**src/rtl/fill_master.sv**
```systemverilog
// fill_master: Avalon-MM write master that fills a block of memory.
//
// A fill is started from idle by 'start'. The block then issues 'word_count'
// back-to-back word writes beginning at 'base_addr', advancing the address by
// WORD_BYTES per accepted transfer. Data is either constant ('fill_value') or
// increments by one per word when 'incr' is set. A single-cycle 'done' pulse
// marks completion. All outputs come straight from registers.
//
// Ports:
//   clk          sole clock, rising edge
//   reset_n      asynchronous active-low reset
//   start        request a fill (sampled only while idle)
//   base_addr    byte address of the first word (sampled with start)
//   word_count   number of words to write (sampled with start)
//   fill_value   first data word (sampled with start)
//   incr         1: data increments per word, 0: constant data
//   busy         high while writing and during the done cycle
//   done         one-cycle completion pulse
//   address      Avalon-MM byte address
//   writedata    Avalon-MM write data
//   write        Avalon-MM write request
//   waitrequest  Avalon-MM slave stall

module fill_master #(
    parameter int unsigned WORD_BYTES  = 4,
    parameter int unsigned COUNT_WIDTH = 16
) (
    input  logic                   clk,
    input  logic                   reset_n,
    input  logic                   start,
    input  logic [31:0]            base_addr,
    input  logic [COUNT_WIDTH-1:0] word_count,
    input  logic [31:0]            fill_value,
    input  logic                   incr,
    output logic                   busy,
    output logic                   done,
    output logic [31:0]            address,
    output logic [31:0]            writedata,
    output logic                   write,
    input  logic                   waitrequest
);

    typedef enum logic [1:0] {
        StIdle,
        StWrite,
        StDone
    } state_e;

    state_e                 r_state;
    logic                   r_busy;
    logic                   r_done;
    logic                   r_write;
    logic [31:0]            r_address;
    logic [31:0]            r_writedata;
    logic [COUNT_WIDTH-1:0] r_remaining;
    logic                   r_incr;

    logic [31:0]            w_addr_step;
    logic [31:0]            w_data_step;
    logic                   w_last;

    assign w_addr_step = 32'(WORD_BYTES);
    assign w_data_step = {31'b0, r_incr};
    assign w_last      = (r_remaining == COUNT_WIDTH'(1));

    always_ff @(posedge clk or negedge reset_n) begin
        if (!reset_n) begin
            r_state     <= StIdle;
            r_busy      <= 1'b0;
            r_done      <= 1'b0;
            r_write     <= 1'b0;
            r_address   <= 32'h0;
            r_writedata <= 32'h0;
            r_remaining <= '0;
            r_incr      <= 1'b0;
        end else begin
            unique case (r_state)
                StIdle: begin
                    if (start) begin
                        // Parameters are captured into the output registers so
                        // later input changes cannot disturb the fill.
                        r_address   <= base_addr;
                        r_writedata <= fill_value;
                        r_remaining <= word_count;
                        r_incr      <= incr;
                        r_busy      <= 1'b1;
                        if (word_count != '0) begin
                            r_state <= StWrite;
                            r_write <= 1'b1;
                        end else begin
                            // Empty fill: skip straight to completion.
                            r_state <= StDone;
                            r_done  <= 1'b1;
                        end
                    end
                end
                StWrite: begin
                    if (!waitrequest) begin
                        if (w_last) begin
                            r_state     <= StDone;
                            r_write     <= 1'b0;
                            r_done      <= 1'b1;
                            r_remaining <= '0;
                        end else begin
                            r_address   <= r_address + w_addr_step;
                            r_writedata <= r_writedata + w_data_step;
                            r_remaining <= r_remaining - COUNT_WIDTH'(1);
                        end
                    end
                end
                StDone: begin
                    r_state <= StIdle;
                    r_done  <= 1'b0;
                    r_busy  <= 1'b0;
                end
                default: begin
                    r_state <= StIdle;
                    r_write <= 1'b0;
                    r_done  <= 1'b0;
                    r_busy  <= 1'b0;
                end
            endcase
        end
    end

    assign busy      = r_busy;
    assign done      = r_done;
    assign write     = r_write;
    assign address   = r_address;
    assign writedata = r_writedata;

endmodule

```
**config.mk**
```make
export PLATFORM = sky130hd
export DESIGN_NAME = fill_master
export DESIGN_NICKNAME = d
export VERILOG_FILES = /design/src/rtl/fill_master.sv
export SDC_FILE = /design/constraint.sdc
export NUM_CORES = 1
export LEC_CHECK = 0
export BUFFER_PORTS_ARGS = -buffer_cell sky130_fd_sc_hd__buf_2
export CORE_AREA = 2 2 100 102
export CTS_CLUSTER_SIZE = 24
export DETAILED_ROUTE_END_ITERATION = 8
export DIE_AREA = 0 0 102 104
export HOLD_SLACK_MARGIN = 0.03
export PLACE_DENSITY = 0.92
export SETUP_SLACK_MARGIN = 0.4
export SYNTH_ARGS = -nofsm -noshare
export SYNTH_HDL_FRONTEND = slang
export SYNTH_SLANG_ARGS = --single-unit
export TNS_END_PERCENT = 100
```
**constraint.sdc**
```tcl
create_clock -name clk -period 3.22 [get_ports clk]
set_clock_uncertainty 0.15 [all_clocks]
set_input_delay 0.322 -clock clk [delete_from_list [all_inputs] [get_ports clk]]
set_output_delay 0.322 -clock clk [all_outputs]
set_load 0.005 [all_outputs]
```
==> reports/metrics.cfg <==
[run_status]
status = complete, no violations

[yosys]
syn_avg_cell_area_um2 = 8.34
netlist-cell-type-count = 58
synth_fp_nets = 726
synth-main-ff-cell = dfrtp_1
yosys-top-cells-count = 86 x dfrtp_1, 63 x a21oi_1, 63 x nand2_1
synth_top_area_cell = dfrtp_1
yosys_warnings = 0
synth_area_leaders = dfrtp_1 41%, a21oi_1 5.9%, o21ai_0 4.8%
post_synth_instance_area_um2 = 5300
synth.most_common_cell = dfrtp_1
syn-instance-count = 636
share_of_synthesized_registers_carrying_an_async_set_or_reset = 1.00
yosys.area.top_type_share = 0.406
synth_enable_flop_cells = 0
postSynthRegisterBits = 86
synth_seq_area_share = 0.406

[timing]
tns_ps = 0
final.period_utilization = 0.824
worst_pin_slew_ps = 1030
peak_clock_frequency_supported_by_timing_mhz = 377
hold_violations = 0
whs_ps = 42.2
min_period_ps = 2650
pins_over_their_slew_limit = 0
grt_setup_unrepaired = false
setup_viol = 0
max_slew_margin = 0.310

[clock_network]
cts_num_sinks = 86
cts_root_buffer = clkbuf_8
cts-buffers-inserted = 9
tritoncts = built
cts.reportedPaths.clkPinSlew_ps = 80
clock_path_buffers = 2
cts_htree_levels = 3
worstSkewPairLatency_ps = 360

[grt]
grt_start_max_net_pins = 70
busiest_layer = met2
grt_first_pass_wirelength_um = 27100
gr-usage-met1 = 0.446
groute.layer.met3.usage = 0.0578
grt_antenna_before_repair = 0
grt_util_all_layers = 0.313
grt_pass1_vias = 5495
gr_met2_demand_resource = 0.485
grt_overflow_total = 0

[floorplan]
io-pin-count = 152
die_area_um2 = 10600
die_w_um = 102
floorplan.initialDensity = 0.555
floorplan.core_area_um2 = 9550
die_h_um = 104
core.rowCount = 36

[placement]
post_dp_cell_area_um2 = 6180
place.port_buffers = 151
hpwl_um = 11600
routabilityCongestion = 0.938

[worst_setup_path]
type_of_element_capturing_the_critical_path = flip-flop
worst_ep_arrival_time_ps = 2760
timing.critical_path.fanout_max = 32
critical_path_start_end_classification = reg2reg
critical_path.startpoint_type = flip-flop
worst_r2r_startpoint = r_remaining[1]
cp.required_ps = 3330
worst_setup_path_startpoint = r_remaining[1]

[drt]
antenna_left = 0
drt_wl_total_um = 16600
drt_drc_violations_left = 0
vias_per_cell = 6.57
number_of_vias_in_the_routed_layout = 5943
drt_pre_antenna_iters = 5
detail_route.wl_per_cell_um = 18.3
detailedRoute.firstIterationViolations = 494

[final_layout]
final_nets = 856
final_area_um2 = 6460
num_antenna_cells = 0
layout.filler_cells = 769
share_of_final_layout_standard_cells_stronger_than_drive_strength_1 = 0.248
areaGrowthSynthToFinish_pct = 21.8

[power]
power.leakage_nw = 2.71
worst_ir_drop_on_vdd_mv = 0.505
p_per_area_nw_per_um2 = 1060

[hold_path]
hold_path.class = in2reg
timing.hold.worst.start = incr

[job]
maxCapViolations = 0

==> metrics by stage <==
step / utilization / setup slack (ps) / std cells / total power, W
2_1_floorplan: - / 985 / 636 / 0.00458
3_3_place_gp: 0.647 / 752 / 885 / 0.00561
3_5_place_dp: 0.647 / 662 / 885 / 0.00582
4_1_cts: 0.676 / 621 / 904 / 0.00678
5_1_grt: 0.676 / 403 / 904 / 0.00738
6_report: 0.676 / 565 / 904 / 0.00684
==> final timing paths <==
path	to	slack, ps	depth (start not counted)
max in group asynchronous	r_remaining[5]	1720	3
hold reg to reg	address[1]	330	2
setup reg to reg	address[28]	570	8
setup / recovery	address[28]	570	8
hold / removal	r_incr	40	3
min in group asynchronous	writedata[31]	490	2
==> metal layers <==
layer	vias up	routed length [µm]	share of wire
li1	2700	-	-
met1	2819	6690	0.40
met2	376	7860	0.47
met3	48	1660	0.10
met4	0	349	0.021
met5	-	0	0
==> cells by family (layout without fill, tap and decap cells) <==
| kind of cell | Yosys count | in the layout | synth area share |
|---|---|---|---|
| simple gates | 253 | 253 | 0.249 |
| compound gates | 228 | 228 | 0.278 |
| flops | 86 | 86 | 0.406 |
| buf+inv | 59 | 194 | 0.0453 |
| fa+ha+maj | 5 | 5 | 0.0118 |
| mux | 5 | 5 | 0.00968 |
==> sequential cells by signal, summed over array words and instances (netlist names) <==
name and cells:
done 1, r_state 2, r_incr 1, busy 1, writedata 32, write 1, r_remaining 16, address 32
==> critical path, cell delays in order (launching register included) <==
cell and delay, ps:
dfrtp_1 410, inv_1 90, ha_1 130, nor4b_1 430, and4_1 370, nand2b_2 410
buf_12 240, nor3_1 100, a211oi_1 230
==> placed cells by master, fill, tap and decap left out, types with 7 or more instances in the layout <==
master and n:
a211oi_1 9, a21oi_1 63, a22oi_1 7, a2bb2oi_1 18, and4_1 10, buf_2 150
buf_4 11, clkbuf_8 10, dfrtp_1 86, inv_1 11, nand2_1 62, nand3_1 25
nand4_1 26, nor2_1 49, nor3_1 22, nor4_1 12, o21ai_0 51, o22ai_1 24
o2bb2ai_1 7, or4_1 7
==> what timing repair did <==
item	4_1_cts	5_1_grt
endpoints found under the setup margin	0	0
hold buffers	3	0
resized for setup	0	0
endpoints found under the hold margin	69	0
buffers inserted	0	0
==> power by group <==
group | switching [W] | internal [W] | total, W | leakage (nW)
Sequential | 0.000740 | 0.00162 | 0.00236 | 0.997
Clock | 0.000406 | 0.000536 | 0.000941 | 0.126
Combinational | 0.00206 | 0.00149 | 0.00354 | 1.59
Total | 0.00320 | 0.00364 | 0.00684 | 2.71
==> cell type report <==
cell class,instances,area [µm²],area share
sequential,86,2150,0.333
clock inverter,6,109,0.0169
clock buffer,10,138,0.0213
inverter,11,41.3,0.00639
multi-input combinational,491,2930,0.454
timing repair buffer,167,923,0.143
tap,133,166,0.0258
Note: power is estimated with default switching activity, not from simulation.
